<file path="src/rtl/sdram_init_pkg.sv">
// sdram_init_pkg
// Shared types and helpers for the SDR SDRAM power-up initialisation sequencer.
//   sdram_init_state_t : sequencer FSM states
//   CMD_*              : 4-bit command codes, laid out as {cs_n, ras_n, cas_n, we_n}
//   cmd_pins()         : splits a command code into the individual command pins
//   max2()             : parameter-time helper for sizing the shared delay counter
package sdram_init_pkg;

  typedef enum logic [2:0] {
    ST_POWERUP,
    ST_PRECHARGE,
    ST_WAIT_RP,
    ST_REFRESH,
    ST_WAIT_RFC,
    ST_LMR,
    ST_WAIT_MRD,
    ST_DONE
  } sdram_init_state_t;

  localparam logic [3:0] CMD_NOP = 4'b1111;
  localparam logic [3:0] CMD_PRE = 4'b0010;
  localparam logic [3:0] CMD_REF = 4'b0001;
  localparam logic [3:0] CMD_LMR = 4'b0000;

  typedef struct packed {
    logic cs_n;
    logic ras_n;
    logic cas_n;
    logic we_n;
  } sdr_cmd_pins_t;

  function automatic sdr_cmd_pins_t cmd_pins(input logic [3:0] cmd);
    sdr_cmd_pins_t p;
    p.cs_n  = cmd[3];
    p.ras_n = cmd[2];
    p.cas_n = cmd[1];
    p.we_n  = cmd[0];
    return p;
  endfunction

  function automatic int unsigned max2(input int unsigned a, input int unsigned b);
    return (a > b) ? a : b;
  endfunction

endpackage

</file>
<file path="src/rtl/sdram_delay_cnt.sv">
// sdram_delay_cnt
// Loadable saturating down-counter shared by all waits of the init sequencer.
//   clk, rst_n : clock, asynchronous active-low reset (value returns to RST_VAL)
//   load       : load load_val this cycle (takes priority over counting)
//   load_val   : value to load
//   value      : current count
//   zero       : high while value is zero; the counter holds at zero
module sdram_delay_cnt #(
  parameter int unsigned    W       = 4,
  parameter logic [W-1:0]   RST_VAL = '0
) (
  input  logic         clk,
  input  logic         rst_n,
  input  logic         load,
  input  logic [W-1:0] load_val,
  output logic [W-1:0] value,
  output logic         zero
);

  assign zero = (value == '0);

  always_ff @(posedge clk or negedge rst_n) begin
    if (!rst_n) begin
      value <= RST_VAL;
    end else if (load) begin
      value <= load_val;
    end else if (!zero) begin
      value <= value - W'(1);
    end
  end

endmodule

</file>
<file path="src/rtl/sdram_init_seq.sv">
// sdram_init_seq
// JEDEC power-up initialisation for SDR SDRAM: deselect for PWR_UP_CYCLES,
// PRECHARGE ALL, NUM_REFRESH x AUTO REFRESH, LOAD MODE REGISTER, then a sticky
// sdr_init_done. Owns the command bus until done; afterwards holds DESELECT.
//   sdram_clk, sdram_resetn : clock, asynchronous active-low reset
//   sdr_cke                 : clock enable (1 from the first cycle after reset)
//   sdr_cs_n..sdr_we_n      : command pins
//   sdr_ba, sdr_addr        : bank/address, zero on every non-command cycle
//   sdr_init_done           : sticky completion flag
// All outputs are registered from the next-state decode, so a state is
// visible on the pins in the same cycle the FSM occupies it.
module sdram_init_seq
  import sdram_init_pkg::*;
#(
  parameter int unsigned        PWR_UP_CYCLES = 505,
  parameter int unsigned        T_RP          = 3,
  parameter int unsigned        T_RFC         = 7,
  parameter int unsigned        NUM_REFRESH   = 2,
  parameter int unsigned        T_MRD         = 2,
  parameter int unsigned        SDR_AW        = 12,
  parameter logic [SDR_AW-1:0]  MODE_REG      = SDR_AW'(12'h033)
) (
  input  logic              sdram_clk,
  input  logic              sdram_resetn,
  output logic              sdr_cke,
  output logic              sdr_cs_n,
  output logic              sdr_ras_n,
  output logic              sdr_cas_n,
  output logic              sdr_we_n,
  output logic [1:0]        sdr_ba,
  output logic [SDR_AW-1:0] sdr_addr,
  output logic              sdr_init_done
);

  localparam int unsigned MAX_DLY = max2(max2(PWR_UP_CYCLES, T_RP), max2(T_RFC, T_MRD));
  localparam int unsigned CW      = $clog2(MAX_DLY) + 1;
  localparam int unsigned RW      = $clog2(NUM_REFRESH + 1);

  // A wait of N cycles between commands occupies N-1 wait-state cycles; the
  // count is loaded on the command cycle, so the load value is N-2. A delay
  // of 1 skips the wait state entirely (back-to-back commands).
  localparam logic [CW-1:0]     RP_LOAD   = CW'((T_RP  > 1) ? T_RP  - 2 : 0);
  localparam logic [CW-1:0]     RFC_LOAD  = CW'((T_RFC > 1) ? T_RFC - 2 : 0);
  localparam logic [CW-1:0]     MRD_LOAD  = CW'((T_MRD > 1) ? T_MRD - 2 : 0);
  localparam logic [CW-1:0]     PWR_LOAD  = CW'(PWR_UP_CYCLES);
  localparam logic [RW-1:0]     NUM_REF_V = RW'(NUM_REFRESH);
  localparam logic [SDR_AW-1:0] PRE_ADDR  = SDR_AW'(1) << 10;

  sdram_init_state_t  state_q, state_d;
  logic               cnt_load;
  logic [CW-1:0]      cnt_load_val;
  logic [CW-1:0]      cnt_val;
  logic               cnt_zero;
  logic [RW-1:0]      ref_cnt_q;
  logic               refs_done;
  logic [3:0]         cmd_d;
  logic [SDR_AW-1:0]  addr_d;
  sdr_cmd_pins_t      pins_d;

  // The power-up wait is the counter's reset value, so the sequence restarts
  // with the full delay on every reset release without a separate load.
  sdram_delay_cnt #(
    .W       (CW),
    .RST_VAL (PWR_LOAD)
  ) u_dly (
    .clk      (sdram_clk),
    .rst_n    (sdram_resetn),
    .load     (cnt_load),
    .load_val (cnt_load_val),
    .value    (cnt_val),
    .zero     (cnt_zero)
  );

  // ref_cnt_q already includes the refresh being issued while in REFRESH.
  assign refs_done = (ref_cnt_q >= NUM_REF_V);

  always_comb begin
    state_d      = state_q;
    cnt_load     = 1'b0;
    cnt_load_val = '0;
    case (state_q)
      ST_POWERUP: begin
        if (cnt_zero) state_d = ST_PRECHARGE;
      end
      ST_PRECHARGE: begin
        cnt_load     = 1'b1;
        cnt_load_val = RP_LOAD;
        state_d      = (T_RP > 1) ? ST_WAIT_RP : ST_REFRESH;
      end
      ST_WAIT_RP: begin
        if (cnt_zero) state_d = ST_REFRESH;
      end
      ST_REFRESH: begin
        cnt_load     = 1'b1;
        cnt_load_val = RFC_LOAD;
        if (T_RFC > 1) state_d = ST_WAIT_RFC;
        else           state_d = refs_done ? ST_LMR : ST_REFRESH;
      end
      ST_WAIT_RFC: begin
        if (cnt_zero) state_d = refs_done ? ST_LMR : ST_REFRESH;
      end
      ST_LMR: begin
        cnt_load     = 1'b1;
        cnt_load_val = MRD_LOAD;
        state_d      = (T_MRD > 1) ? ST_WAIT_MRD : ST_DONE;
      end
      ST_WAIT_MRD: begin
        if (cnt_zero) state_d = ST_DONE;
      end
      ST_DONE: begin
        state_d = ST_DONE;
      end
      default: begin
        state_d = ST_POWERUP;
      end
    endcase
  end

  always_comb begin
    cmd_d  = CMD_NOP;
    addr_d = '0;
    case (state_d)
      ST_PRECHARGE: begin
        cmd_d  = CMD_PRE;
        addr_d = PRE_ADDR;
      end
      ST_REFRESH: begin
        cmd_d = CMD_REF;
      end
      ST_LMR: begin
        cmd_d  = CMD_LMR;
        addr_d = MODE_REG;
      end
      default: begin
        cmd_d  = CMD_NOP;
        addr_d = '0;
      end
    endcase
    pins_d = cmd_pins(cmd_d);
  end

  always_ff @(posedge sdram_clk or negedge sdram_resetn) begin
    if (!sdram_resetn) begin
      state_q       <= ST_POWERUP;
      ref_cnt_q     <= '0;
      sdr_cke       <= 1'b0;
      sdr_cs_n      <= 1'b1;
      sdr_ras_n     <= 1'b1;
      sdr_cas_n     <= 1'b1;
      sdr_we_n      <= 1'b1;
      sdr_ba        <= '0;
      sdr_addr      <= '0;
      sdr_init_done <= 1'b0;
    end else begin
      state_q <= state_d;
      // REFRESH lasts one cycle, so every cycle entering it is a new refresh,
      // including consecutive REFRESH cycles when T_RFC is 1.
      if (state_d == ST_REFRESH) ref_cnt_q <= ref_cnt_q + RW'(1);
      sdr_cke       <= 1'b1;
      sdr_cs_n      <= pins_d.cs_n;
      sdr_ras_n     <= pins_d.ras_n;
      sdr_cas_n     <= pins_d.cas_n;
      sdr_we_n      <= pins_d.we_n;
      sdr_ba        <= '0;
      sdr_addr      <= addr_d;
      sdr_init_done <= (state_d == ST_DONE);
    end
  end

  // Once done, the shared counter has run out and stays idle.
  a_done_cnt_idle: assert property (@(posedge sdram_clk) disable iff (!sdram_resetn)
    (state_q == ST_DONE) |-> (cnt_val == '0));

endmodule
</file>
<file path="config.mk">
export PLATFORM = sky130hd
export DESIGN_NAME = sdram_init_seq
export DESIGN_NICKNAME = d
export VERILOG_FILES = /design/src/rtl/sdram_init_pkg.sv /design/src/rtl/sdram_delay_cnt.sv /design/src/rtl/sdram_init_seq.sv
export SDC_FILE = /design/constraint.sdc
export NUM_CORES = 1
export LEC_CHECK = 0
export CAP_MARGIN = 25
export CORE_MARGIN = 2
export CORE_UTILIZATION = 55
export CTS_BUF_LIST = sky130_fd_sc_hd__clkbuf_4 sky130_fd_sc_hd__clkbuf_8 sky130_fd_sc_hd__clkbuf_16
export CTS_CLUSTER_SIZE = 8
export DETAILED_ROUTE_END_ITERATION = 12
export PLACE_DENSITY = 0.94
export SYNTH_ARGS = -nofsm -noshare
export SYNTH_HDL_FRONTEND = slang
export SYNTH_SLANG_ARGS = --single-unit
</file>
<file path="constraint.sdc">
create_clock -name sdram_clk -period 6.6 [get_ports sdram_clk]
set_clock_uncertainty 0.2 [all_clocks]
set_input_delay 1.32 -clock sdram_clk [delete_from_list [all_inputs] [get_ports sdram_clk]]
set_output_delay 1.32 -clock sdram_clk [all_outputs]
set_load 0.02 [all_outputs]
</file>
Word-level counts from Yosys, hierarchy flattened. Cells that the tools add are included.

Bits of input ports: 2. Word-level logic and storage cells: 40. Register bits: 33. Output and inout bits: 20.

Eq/ne operators: 12. Muxes and demuxes: 12. Reduce and logical (&&, ||, !) cells: 3. Add/subtract/negate cells: 2. Magnitude comparators: 1.

Operator list (number): case mux 3 bit (8 select lines) (1); case mux 11 bit (2 select lines) (1); two-way mux 10 bit (2); == test 3 bit, second input constant (6); two-way mux 3 bit (5); case mux 4 bit (3 select lines) (1); logical NOT 10 bit (1); subtractor 10 x 1 -> 10 bit, second input constant (1); == test 3 x 2 -> 1 bit, second input constant (3); == test 3 x 1 -> 1 bit, second input constant (2); case mux 3 bit (2 select lines) (1); logical NOT 3 bit (1); OR reduction 3 bit (1); adder 2 x 1 -> 2 bit, second input constant (1); >= comparator 2 bit, second input constant (1); != test 2 bit, second input constant (1); two-way mux 1 bit (1).

Depth between registers and ports, before layout.
Depth in word-level cells: 6. Mapped depth: 7. Depth with buffers taken out: 6.

Cells and area by module. Synthesis repeated with hierarchy kept, for this count alone.

Cells, all modules: 127. Area total of the unflattened synthesis: 1258.7 um2.

By module, submodules not included: sdram_init_seq (area each 651.9 um2, cells an instance 65, instances 1, sequential area each 304.0 um2); sdram_delay_cnt (area each 606.8 um2, cells an instance 62, instances 1, sequential area each 259.0 um2).

Least setup slack after synthesis. No wires, ideal clock.

Path type: reg2out. From: register sdr_cs_n (netlist name). To: output port sdr_ras_n. Required time: 5.080 ns. Data arrival time: 0.720 ns. Setup slack: 4.360 ns. Buffers on the path: 1. Stages on the path, launching flop included: 2. Cells stage by stage: dfstp_2 > buf_4.

RTL lines: end: declaration (line sdram_init_seq.sv:27) `output logic sdr_ras_n,`.

==> metrics.csv <==
metric;value;unit
status;finished, final reports clean;
relative slew slack;0.3807;
wire length per cell;12.61;µm
layout cells sized above 1;0.1680;
CP required;5.08;ns
RSZ-0062 raised after global routing;no;
number of synthesized flops with an enable pin;0;
pre-CTS setup slack;3.919;ns
pwr dens;166.5;nW/µm²
Yosys top cell by area;dfrtp_1;
vias;837;
design area;1304;µm²
Seq/Total Area, Yosys;0.4654;
CP max stage delay;0.59;ns
port bufs;12;
crit path DAT;1.44;ns
Placement Cell Area;1267;µm²
Max-Cap Viols;0;
post-DP HPWL;1458;µm
final wirelength;1917;µm
leading post-synthesis cells by cell area;dfrtp_1 25%, dfstp_2 22%, buf_4 8.1%, nor2_1 4.0%, ha_1 3.1%;
CP top delay family;buffers and inverters;
Detail Route Antenna Nets;0;
HP Class;flop to flop;
CP Class;flop to output port;
via-per-instance ratio;5.507;
post-synth cell types;41;
clock slew at reported path FFs;0.11;ns
# setup viols final;0;
FF+latch count, synth;22;
Final WS setup;3.641;ns
root buffer cell;clkbuf_4;
ordered list of cells on the worst path;clkdlybuf4s50_1;
asr flop ratio synth;1.000;
Die W;50.90;µm
grt total ovfl;0;
maximum VDD drop;0.0001439;V
worst hold slack;0.2864;ns
most used flip-flop cell after synthesis;dfrtp_1;
DIE AREA;2591;µm²
Setup TNS Final;0;ns
Max Fanout on Critical Path;2;
Yosys top cell area share;0.2482;
htree depth;1;
fin crit share;0.4483;
critical path's slowest cell;clkdlybuf4s50_1;
CP Buf/Inv Count;1;
Achievable Freq;338.0;MHz
Leak;0.5535;nW
Nets;131;
minimum clock period;2.959;ns
CORE AREA;2022;µm²
Site Rows;16;
Initial DRC Count;1;
post-route insts no fill;152;
Synth Area per Inst;10.17;µm²
Starting Density;0.5984;
Sink Count;22;
Slew Limit Fails;0;
Power Total;0.2171;mW
initial antenna violation count;0;
maximum number of pins on one net before global-route repair;23;
TritonCTS clock tree;yes;
drt pass-1 iters;4;
# Post-CTS Setup Buffers;0;
final core occ;0.6448;
nature of the critical path endpoint;output port;
GP Congestion;0.8429;
area grow syn2layout;7.756;%
YS warnings;0;
first-pass GRT wire length;3429;µm
Die Height;50.90;µm
post-placement cell count;148;
synthesized cell area;1210;µm²
Max Root-Sink Buffers;2;
hold buffers post-CTS;0;
# resized after CTS;0;
cell count after synthesis;119;
worst-skew pair later-pin latency;0.31;ns
# DRC;0;
vias in the first global route;820;
CTS Buf Count;3;
Least-Margin Pin Slew;0.9261;ns
ANT cells;0;
Total GRT Usage;0.1755;
Startpoint Class;flop;
Final Hold Vio Count;0;
I/O Pins;22;
## state kept, by name, indices dropped and copies added (netlist names)
name and flops:
ref_cnt_q 2, sdr_addr 2, sdr_cas_n 1, sdr_cke 1
sdr_cs_n 1, sdr_init_done 1, sdr_we_n 1, state_q 3
u_dly.value 10
## synth_stat cells (all sizes together), types with 2 or more instances
master,n
dfstp,10
buf,16
dfrtp,12
nand4b,2
nor2,13
xor2,2
nand2,7
ha,3
clkbuf,2
a31oi,2
mux2i,2
xnor2,3
or4,3
conb,2
nand3,2
o31ai,3
nor3,4
inv,4
a21oi,6
nand2b,3
nor4,3
## per-layer routing
metal,GRT usage,wire (µm),up-vias
li1,-,-,397
met1,0.1898,796,408
met2,0.3225,997,27
met3,0.02339,76,5
met4,0.1036,47,0
met5,0,0,-
## worst paths after layout
kind	to	depth (start not counted)	start	slack, ns
min in group asynchronous	u_dly.value[9]	1	sdram_resetn	1.32
max reg2reg	u_dly.value[4]	6	u_dly.value[0]	4.36
max	sdr_ras_n	1	sdr_cs_n	3.64
min reg2reg	ref_cnt_q[0]	1	ref_cnt_q[0]	0.29
max in group asynchronous	sdr_addr[5]	1	sdram_resetn	4.32
min	ref_cnt_q[0]	1	ref_cnt_q[0]	0.29
## final cells by class
type / instances / area, µm²
Multi-Input combinational cell: 83 / 535.5
Clock buffer: 4 / 36.28
Inverter: 4 / 15.01
Fill cell: 167 / 718.2
Timing Repair Buffer: 12 / 120.1
Tap cell: 27 / 33.78
Sequential cell: 22 / 563.0
## cells in the final DEF (no fill, tap or decap), types with 2 or more instances in the layout
| cell type | n |
|---|---|
| a21oi_1 | 6 |
| a31oi_1 | 2 |
| clkbuf_4 | 3 |
| clkdlybuf4s50_1 | 12 |
| conb_1 | 10 |
| dfrtp_1 | 12 |
| dfstp_2 | 10 |
| ha_1 | 3 |
| inv_1 | 4 |
| mux2i_1 | 2 |
| nand2_1 | 7 |
| nand2b_1 | 3 |
| nand4b_1 | 2 |
| nor2_1 | 13 |
| nor3_1 | 4 |
| nor4_1 | 2 |
| o31ai_1 | 2 |
| or4_1 | 3 |
| xnor2_1 | 3 |
| xor2_1 | 2 |
## report_power, final
group | total [mW] | internal, mW | switching, mW
Sequential | 0.135 | 0.135 | 0.0000587
Combinational | 0.00853 | 0.00104 | 0.00749
Clock | 0.0731 | 0.0337 | 0.0394
Total | 0.217 | 0.170 | 0.0469
## kinds of logic after synthesis
family	Yosys count	share of synthesized area
AO/OA/AOI/OAI	18	0.1013
XOR/XNOR	5	0.03620
adder cells (fa/ha/maj)	3	0.03103
buffers and inverters	22	0.1169
flip-flops	22	0.4654
multiplexers	2	0.01655
other	2	0.006207
AND/OR/NAND/NOR	45	0.2265
(Power assumes the default switching activity.)
